`src/rtl/i2s_ws_gen_if.sv`:
```
// ---------------------------------------------------------------------------
// i2s_ws_gen_if
// Configuration and framing bundle between a controller and the I2S
// word-select generator.
//   cfg_en_i        run (1) / stop at end of current frame (0)
//   cfg_update_i    request capture of cfg_* into the shadow registers
//   cfg_wlen_i[4:0] bits per word minus 1
//   cfg_wnum_i[2:0] words per half-frame minus 1
//   cfg_ws_delay_i  0 = left-justified WS, 1 = I2S WS (one bit early)
//   ws_o            word select, 0 = left half, 1 = right half
//   word_start_o    first bit of every word
//   frame_start_o   first bit of every frame
//   ch_en_o         RX channel enable
//   busy_o          generator not idle
//   cfg_wlen_o[4:0] frame-aligned word length for the RX channel
//   cfg_wnum_o[2:0] frame-aligned word count for the RX channel
// Modports: master = controller side, slave = generator side.
// ---------------------------------------------------------------------------
interface i2s_ws_gen_if;
    logic       cfg_en_i;
    logic       cfg_update_i;
    logic [4:0] cfg_wlen_i;
    logic [2:0] cfg_wnum_i;
    logic       cfg_ws_delay_i;
    logic       ws_o;
    logic       word_start_o;
    logic       frame_start_o;
    logic       ch_en_o;
    logic       busy_o;
    logic [4:0] cfg_wlen_o;
    logic [2:0] cfg_wnum_o;

    modport master (
        output cfg_en_i, cfg_update_i, cfg_wlen_i, cfg_wnum_i, cfg_ws_delay_i,
        input  ws_o, word_start_o, frame_start_o, ch_en_o, busy_o,
               cfg_wlen_o, cfg_wnum_o
    );

    modport slave (
        input  cfg_en_i, cfg_update_i, cfg_wlen_i, cfg_wnum_i, cfg_ws_delay_i,
        output ws_o, word_start_o, frame_start_o, ch_en_o, busy_o,
               cfg_wlen_o, cfg_wnum_o
    );
endinterface

```
`src/rtl/i2s_ws_gen.sv`:
```
// ---------------------------------------------------------------------------
// i2s_ws_gen
// Word-select generator and frame sequencer for the I2S receive path.
// Counts bits per word and words per half-frame, drives WS and the word /
// frame strobes, gates the RX channel at frame boundaries and presents a
// frame-aligned shadow of the word-length / word-count configuration.
// All state changes on the falling edge of sck_i so consumers can sample
// on the rising edge.
// Ports:
//   sck_i   serial bit clock
//   rstn_i  asynchronous active-low reset
//   bus     i2s_ws_gen_if.slave (configuration in, framing outputs out)
// ---------------------------------------------------------------------------
module i2s_ws_gen (
    input  logic          sck_i,
    input  logic          rstn_i,
    i2s_ws_gen_if.slave   bus
);

    typedef enum logic [1:0] {
        IDLE = 2'd0,
        RUN  = 2'd1,
        STOP = 2'd2
    } state_e;

    state_e     state_q, state_d;
    logic [4:0] bit_q, bit_d;
    logic [2:0] word_q, word_d;
    logic       half_q, half_d;
    logic [4:0] wlen_s_q, wlen_s_d;
    logic [2:0] wnum_s_q, wnum_s_d;
    logic       delay_s_q, delay_s_d;

    // Registered outputs, derived from the current state each edge.
    logic       ws_q, word_start_q, frame_start_q, ch_en_q, busy_q;
    logic [4:0] cfg_wlen_q;
    logic [2:0] cfg_wnum_q;

    logic word_end, half_end, frame_end, run;

    assign word_end  = (bit_q == wlen_s_q);
    assign half_end  = word_end && (word_q == wnum_s_q);
    assign frame_end = half_end && half_q;
    assign run       = (state_q == RUN);

    // NOTE: every signal driven here gets its default first; a path that
    // leaves one unassigned would infer a latch.
    always_comb begin
        state_d   = state_q;
        bit_d     = bit_q;
        word_d    = word_q;
        half_d    = half_q;
        wlen_s_d  = wlen_s_q;
        wnum_s_d  = wnum_s_q;
        delay_s_d = delay_s_q;

        case (state_q)
            IDLE: begin
                bit_d  = '0;
                word_d = '0;
                half_d = 1'b0;
                if (bus.cfg_update_i) begin
                    wlen_s_d  = bus.cfg_wlen_i;
                    wnum_s_d  = bus.cfg_wnum_i;
                    delay_s_d = bus.cfg_ws_delay_i;
                end
                if (bus.cfg_en_i) begin
                    state_d = RUN;
                end
            end
            RUN: begin
                if (word_end) begin
                    bit_d = '0;
                    if (half_end) begin
                        word_d = '0;
                        half_d = ~half_q;
                    end else begin
                        word_d = word_q + 3'd1;
                    end
                end else begin
                    bit_d = bit_q + 5'd1;
                end
                // Shadow and run/stop decisions only at a frame boundary,
                // so a frame is never split across two configurations.
                if (frame_end) begin
                    if (bus.cfg_update_i) begin
                        wlen_s_d  = bus.cfg_wlen_i;
                        wnum_s_d  = bus.cfg_wnum_i;
                        delay_s_d = bus.cfg_ws_delay_i;
                    end
                    if (!bus.cfg_en_i) begin
                        state_d = STOP;
                    end
                end
            end
            STOP: begin
                state_d = IDLE;
                bit_d   = '0;
                word_d  = '0;
                half_d  = 1'b0;
            end
            default: begin
                state_d = IDLE;
                bit_d   = '0;
                word_d  = '0;
                half_d  = 1'b0;
            end
        endcase
    end

    // NOTE: sequential state uses non-blocking assignments so every flop
    // samples the pre-edge values regardless of statement order.
    always_ff @(negedge sck_i or negedge rstn_i) begin
        if (!rstn_i) begin
            state_q   <= IDLE;
            bit_q     <= '0;
            word_q    <= '0;
            half_q    <= 1'b0;
            wlen_s_q  <= '0;
            wnum_s_q  <= '0;
            delay_s_q <= 1'b0;
        end else begin
            state_q   <= state_d;
            bit_q     <= bit_d;
            word_q    <= word_d;
            half_q    <= half_d;
            wlen_s_q  <= wlen_s_d;
            wnum_s_q  <= wnum_s_d;
            delay_s_q <= delay_s_d;
        end
    end

    // Output stage: one register behind the sequencer state, so outputs
    // describe the bit the counters held before this edge. In I2S mode WS
    // shows the half the next bit belongs to, i.e. it flips on the last
    // bit of each half.
    always_ff @(negedge sck_i or negedge rstn_i) begin
        if (!rstn_i) begin
            ws_q          <= 1'b0;
            word_start_q  <= 1'b0;
            frame_start_q <= 1'b0;
            ch_en_q       <= 1'b0;
            busy_q        <= 1'b0;
            cfg_wlen_q    <= '0;
            cfg_wnum_q    <= '0;
        end else begin
            ws_q          <= run && (delay_s_q ? (half_q ^ half_end) : half_q);
            word_start_q  <= run && (bit_q == 5'd0);
            frame_start_q <= run && (bit_q == 5'd0) && (word_q == 3'd0) && !half_q;
            ch_en_q       <= run;
            busy_q        <= (state_q != IDLE);
            cfg_wlen_q    <= wlen_s_q;
            cfg_wnum_q    <= wnum_s_q;
        end
    end

    assign bus.ws_o          = ws_q;
    assign bus.word_start_o  = word_start_q;
    assign bus.frame_start_o = frame_start_q;
    assign bus.ch_en_o       = ch_en_q;
    assign bus.busy_o        = busy_q;
    assign bus.cfg_wlen_o    = cfg_wlen_q;
    assign bus.cfg_wnum_o    = cfg_wnum_q;

endmodule

```
`src/flat_wrapper.sv`:
```
// flat-port wrapper written by rule: the top's interface ports become plain ports
module i2s_ws_gen_flat 
  (sck_i, rstn_i, bus_cfg_en_i, bus_cfg_update_i, bus_cfg_wlen_i, bus_cfg_wnum_i, bus_cfg_ws_delay_i, bus_ws_o, bus_word_start_o, bus_frame_start_o, bus_ch_en_o, bus_busy_o, bus_cfg_wlen_o, bus_cfg_wnum_o);
  i2s_ws_gen_if bus_i ();
  input  logic sck_i;
  input  logic rstn_i;
  input wire logic [$bits(bus_i.cfg_en_i)-1:0] bus_cfg_en_i;
  input wire logic [$bits(bus_i.cfg_update_i)-1:0] bus_cfg_update_i;
  input wire logic [$bits(bus_i.cfg_wlen_i)-1:0] bus_cfg_wlen_i;
  input wire logic [$bits(bus_i.cfg_wnum_i)-1:0] bus_cfg_wnum_i;
  input wire logic [$bits(bus_i.cfg_ws_delay_i)-1:0] bus_cfg_ws_delay_i;
  output wire logic [$bits(bus_i.ws_o)-1:0] bus_ws_o;
  output wire logic [$bits(bus_i.word_start_o)-1:0] bus_word_start_o;
  output wire logic [$bits(bus_i.frame_start_o)-1:0] bus_frame_start_o;
  output wire logic [$bits(bus_i.ch_en_o)-1:0] bus_ch_en_o;
  output wire logic [$bits(bus_i.busy_o)-1:0] bus_busy_o;
  output wire logic [$bits(bus_i.cfg_wlen_o)-1:0] bus_cfg_wlen_o;
  output wire logic [$bits(bus_i.cfg_wnum_o)-1:0] bus_cfg_wnum_o;
  assign bus_i.cfg_en_i = bus_cfg_en_i;
  assign bus_i.cfg_update_i = bus_cfg_update_i;
  assign bus_i.cfg_wlen_i = bus_cfg_wlen_i;
  assign bus_i.cfg_wnum_i = bus_cfg_wnum_i;
  assign bus_i.cfg_ws_delay_i = bus_cfg_ws_delay_i;
  assign bus_ws_o = bus_i.ws_o;
  assign bus_word_start_o = bus_i.word_start_o;
  assign bus_frame_start_o = bus_i.frame_start_o;
  assign bus_ch_en_o = bus_i.ch_en_o;
  assign bus_busy_o = bus_i.busy_o;
  assign bus_cfg_wlen_o = bus_i.cfg_wlen_o;
  assign bus_cfg_wnum_o = bus_i.cfg_wnum_o;
  i2s_ws_gen u_core (.sck_i(sck_i), .rstn_i(rstn_i), .bus(bus_i));
endmodule
```
`config.mk`:
```
export PLATFORM = sky130hd
export DESIGN_NAME = i2s_ws_gen_flat
export DESIGN_NICKNAME = d
export VERILOG_FILES = /design/src/rtl/i2s_ws_gen_if.sv /design/src/rtl/i2s_ws_gen.sv /design/src/flat_wrapper.sv
export SDC_FILE = /design/constraint.sdc
export NUM_CORES = 1
export LEC_CHECK = 0
export ABC_AREA = 1
export CELL_PAD_IN_SITES_DETAIL_PLACEMENT = 0
export CELL_PAD_IN_SITES_GLOBAL_PLACEMENT = 1
export CORE_ASPECT_RATIO = 0.9
export CORE_MARGIN = 3
export CORE_UTILIZATION = 42
export CTS_BUF_LIST = sky130_fd_sc_hd__clkbuf_8
export DETAILED_ROUTE_END_ITERATION = 10
export PLACE_DENSITY = 0.88
export SYNTH_ARGS = -nofsm -noshare
export SYNTH_HDL_FRONTEND = slang
export SYNTH_SLANG_ARGS = --single-unit
```
`constraint.sdc`:
```
create_clock -name sck_i -period 2.8 [get_ports sck_i]
set_input_delay 0.56 -clock sck_i [delete_from_list [all_inputs] [get_ports sck_i]]
set_output_delay 0.56 -clock sck_i [all_outputs]
set_load 0.005 [all_outputs]
```
==> impl_metrics.env <==
export IMPL_grt_overflow=0
export IMPL_peakVddDrop_mv=0.354
export IMPL_grt_first_pass_wirelength_um=4280
export IMPL_cts_hold_fix_buffers=0
export IMPL_synthXorXnorAreaFrac_pct=5.60
export IMPL_cts_buffer_depth=2
export IMPL_routed_via_density=4.59
export IMPL_die_h_um=60.9
export IMPL_tritoncts="yes"
export IMPL_worstMarginPinSlew_ns=0.226
export IMPL_drc_errors=0
export IMPL_rows=19
export IMPL_rsz0062_at_grt="no"
export IMPL_synth_fa_ha_area_share_pct=4.44
export IMPL_synth_area_leaders="dfrtn_1 (59%), nand2_1 (5.1%), inv_1 (4.8%), ha_1 (4.4%), mux2_4 (4.3%)"
export IMPL_finalHoldViolations=0
export IMPL_detailed_place_hpwl_um=1760
export IMPL_grt_max_degree=34
export IMPL_core_area_mm2=0.00314
export IMPL_dr_wl_met2_um=1090
export IMPL_cts_setup_buffers=0
export IMPL_clk_transition_reported_paths_ns=0.05
export IMPL_drv_slew=0
export IMPL_yosysWarnings=0
export IMPL_dr_total_vias=937
export IMPL_crit_family="flip-flops"
export IMPL_finalClockSkew_ns=0.00316
export IMPL_drt_iter0_markers=15
export IMPL_gp_congestion=0.749
export IMPL_routed_wl_um=2410
export IMPL_cp_start_kind="flop"
export IMPL_final_util_pct=55.8
export IMPL_worstPathCellList="buf_2"
export IMPL_syn_area_per_cell_um2=11.0
export IMPL_yosys_area_share_simple_pct=16.5
export IMPL_outcome="finished, final reports clean"
export IMPL_initial_core_util_pct=44.9
export IMPL_synth_compound_gate_area_share_pct=2.84
export IMPL_cp_slowest_cell="dfrtn_1"
export IMPL_critPathMaxFanout=1
export IMPL_root_buffer="clkbuf_8"
export IMPL_required_ns=2.24
export IMPL_tns_ns=0
export IMPL_antenna_found_initial=0
export IMPL_path_class="flop to primary output"
export IMPL_synth_seq_cells=33
export IMPL_layout_commonest_cell="dfrtn_1"
export IMPL_synthCells=128
export IMPL_leakagePower_uw=0.000927
export IMPL_synth_top_area_cell="dfrtn_1"
export IMPL_final_nets=179
export IMPL_end_kind="primary output"
export IMPL_synth_top_area_share_pct=58.6
export IMPL_synth_top_family_by_area="simple AND/OR/NAND/NOR gates"
export IMPL_route_met3_wl_um=169
export IMPL_grt_pass1_vias=939
export IMPL_dieArea_mm2=0.00409
export IMPL_critical_path_buf_inv_count=1
export IMPL_p_per_area_mw_per_mm2=737
export IMPL_slew_headroom_pct=84.9
export IMPL_setup_viol=0
export IMPL_syn_area_mm2=0.00141
export IMPL_maxCapViolCount=0
export IMPL_wl_per_cell_um=11.8
export IMPL_cts_made_buffers=5
export IMPL_postRouteAntennaNets=0
export IMPL_slowest_delay_ns=0.39
export IMPL_io_pins=26
export IMPL_mostFrequentLayoutCells="dfrtn_1 (33), inv_1 (21), nand2_1 (19)"
export IMPL_drive_above_1_share_pct=21.6
export IMPL_insertedDiodeCount=0
export IMPL_syn_nets=146
export IMPL_drtPass1Iterations=5
export IMPL_h_tree_depth=2
export IMPL_ys_types=23
export IMPL_top_layer="met4"
export IMPL_clk_latency_ns=0.29
export IMPL_portBuffers=25
export IMPL_area_delta_synth_final_pct=24.2
export IMPL_ys_seq_area_share_pct=58.6
export IMPL_hold_class="flop to flop"
export IMPL_synthMuxAreaShare_pct=5.86
export IMPL_cts_sinks=33
export IMPL_chipWidth_um=67.1
export IMPL_track_usage_pct=15.0
export IMPL_met1_length_um=1080
export IMPL_crit_arrival_ns=2.19
## synth_stat cells
| cell type | number |
|---|---|
| dfrtn_1 | 33 |
| nand2_1 | 19 |
| inv_1 | 18 |
| nor2_1 | 11 |
| xnor2_1 | 6 |
| ha_1 | 5 |
| nand4_1 | 5 |
| a21oi_1 | 4 |
| mux2_4 | 4 |
| nand3_1 | 4 |
| nor2_4 | 3 |
| xor2_1 | 3 |
| inv_2 | 2 |
| mux2_2 | 2 |
| a21oi_2 | 1 |
| buf_6 | 1 |
| nand2_2 | 1 |
| nand3_2 | 1 |
| nand3b_1 | 1 |
| nor3_1 | 1 |
| o21ai_0 | 1 |
| o22ai_1 | 1 |
| or2_2 | 1 |
## kinds of logic (layout without fill, tap and decap cells)
logic type,after synthesis,in the layout
multiplexers,6,6
AO/OA/AOI/OAI,7,7
AND/OR/NAND/NOR,47,47
adder cells (fa/ha/maj),5,5
flip-flops,33,33
XOR/XNOR,9,9
buffers and inverters,21,55
## timing repair
item | CTS | global route
setup endpoints to repair | 15 | 3
pin swaps | 0 | 1
gates resized for setup | 53 | 1
## state kept, by name (all words and copies together) (netlist names), 2 cells and up
| name | flops |
|---|---|
| u_core.state_q | 2 |
| u_core.wlen_s_q | 5 |
| u_core.bit_q | 5 |
| u_core.bus.cfg_wlen_o | 5 |
| u_core.wnum_s_q | 3 |
| u_core.bus.cfg_wnum_o | 3 |
| u_core.word_q | 3 |
## worst paths after layout
kind / startpoint / end / slack, ns / depth (start not counted)
worst max register to register: u_core.bit_q[2]$_DFF_NN0_ / u_core.wnum_s_q[0]$_DFFE_NN0P_ / 0.71 / 10
worst min-delay path: u_core.wnum_s_q[2]$_DFFE_NN0P_ / u_core.bus.cfg_wnum_o[2]$_DFF_NN0_ / 0.36 / 0
min in group asynchronous: rstn_i / u_core.bus.cfg_wlen_o[3]$_DFF_NN0_ / 1.93 / 2
max in group asynchronous: rstn_i / u_core.bus.cfg_wlen_o[0]$_DFF_NN0_ / 0.67 / 2
worst min register to register: u_core.wnum_s_q[2]$_DFFE_NN0P_ / u_core.bus.cfg_wnum_o[2]$_DFF_NN0_ / 0.36 / 0
worst max-delay path: u_core.bus.cfg_wlen_o[2]$_DFF_NN0_ / bus_cfg_wlen_o[2] / 0.05 / 1
## where the power goes
part / internal, uW / total (uW) / switching [uW]
Clock: 165 / 325 / 160
Sequential: 570 / 649 / 78.8
Combinational: 159 / 316 / 157
## layout make-up
cell class | count | area [um^2]
Fill cell | 291 | 1390
Sequential cell | 33 | 826
Multi-Input combinational cell | 74 | 502
Timing Repair Buffer | 27 | 215
Inverter | 20 | 75.1
Clock buffer | 5 | 68.8
Tap cell | 42 | 52.6
Clock inverter | 3 | 11.3
## metal layers
metal	vias up	track usage (%)
li1	466	-
met1	438	17.7
met2	25	23.1
met3	8	5.19
met4	0	10.4
met5	-	0
## metrics by stage
stage | worst slack (ns) | cell area [um^2] | hold slack (ns) | instances | total power (uW)
after floorplan | 0.175 | 1410 | 0.333 | 128 | 878
after global placement | -0.292 | 1730 | 0.355 | 196 | 992
after detailed placement | -0.311 | 1730 | 0.356 | 196 | 1000
after CTS | 0.0309 | 1750 | 0.359 | 204 | 1310
after global routing | 0.00447 | 1750 | 0.372 | 204 | 1390
final | 0.0540 | 1750 | 0.358 | 204 | 1290
No activity file was read; power rests on OpenSTA's default activity.
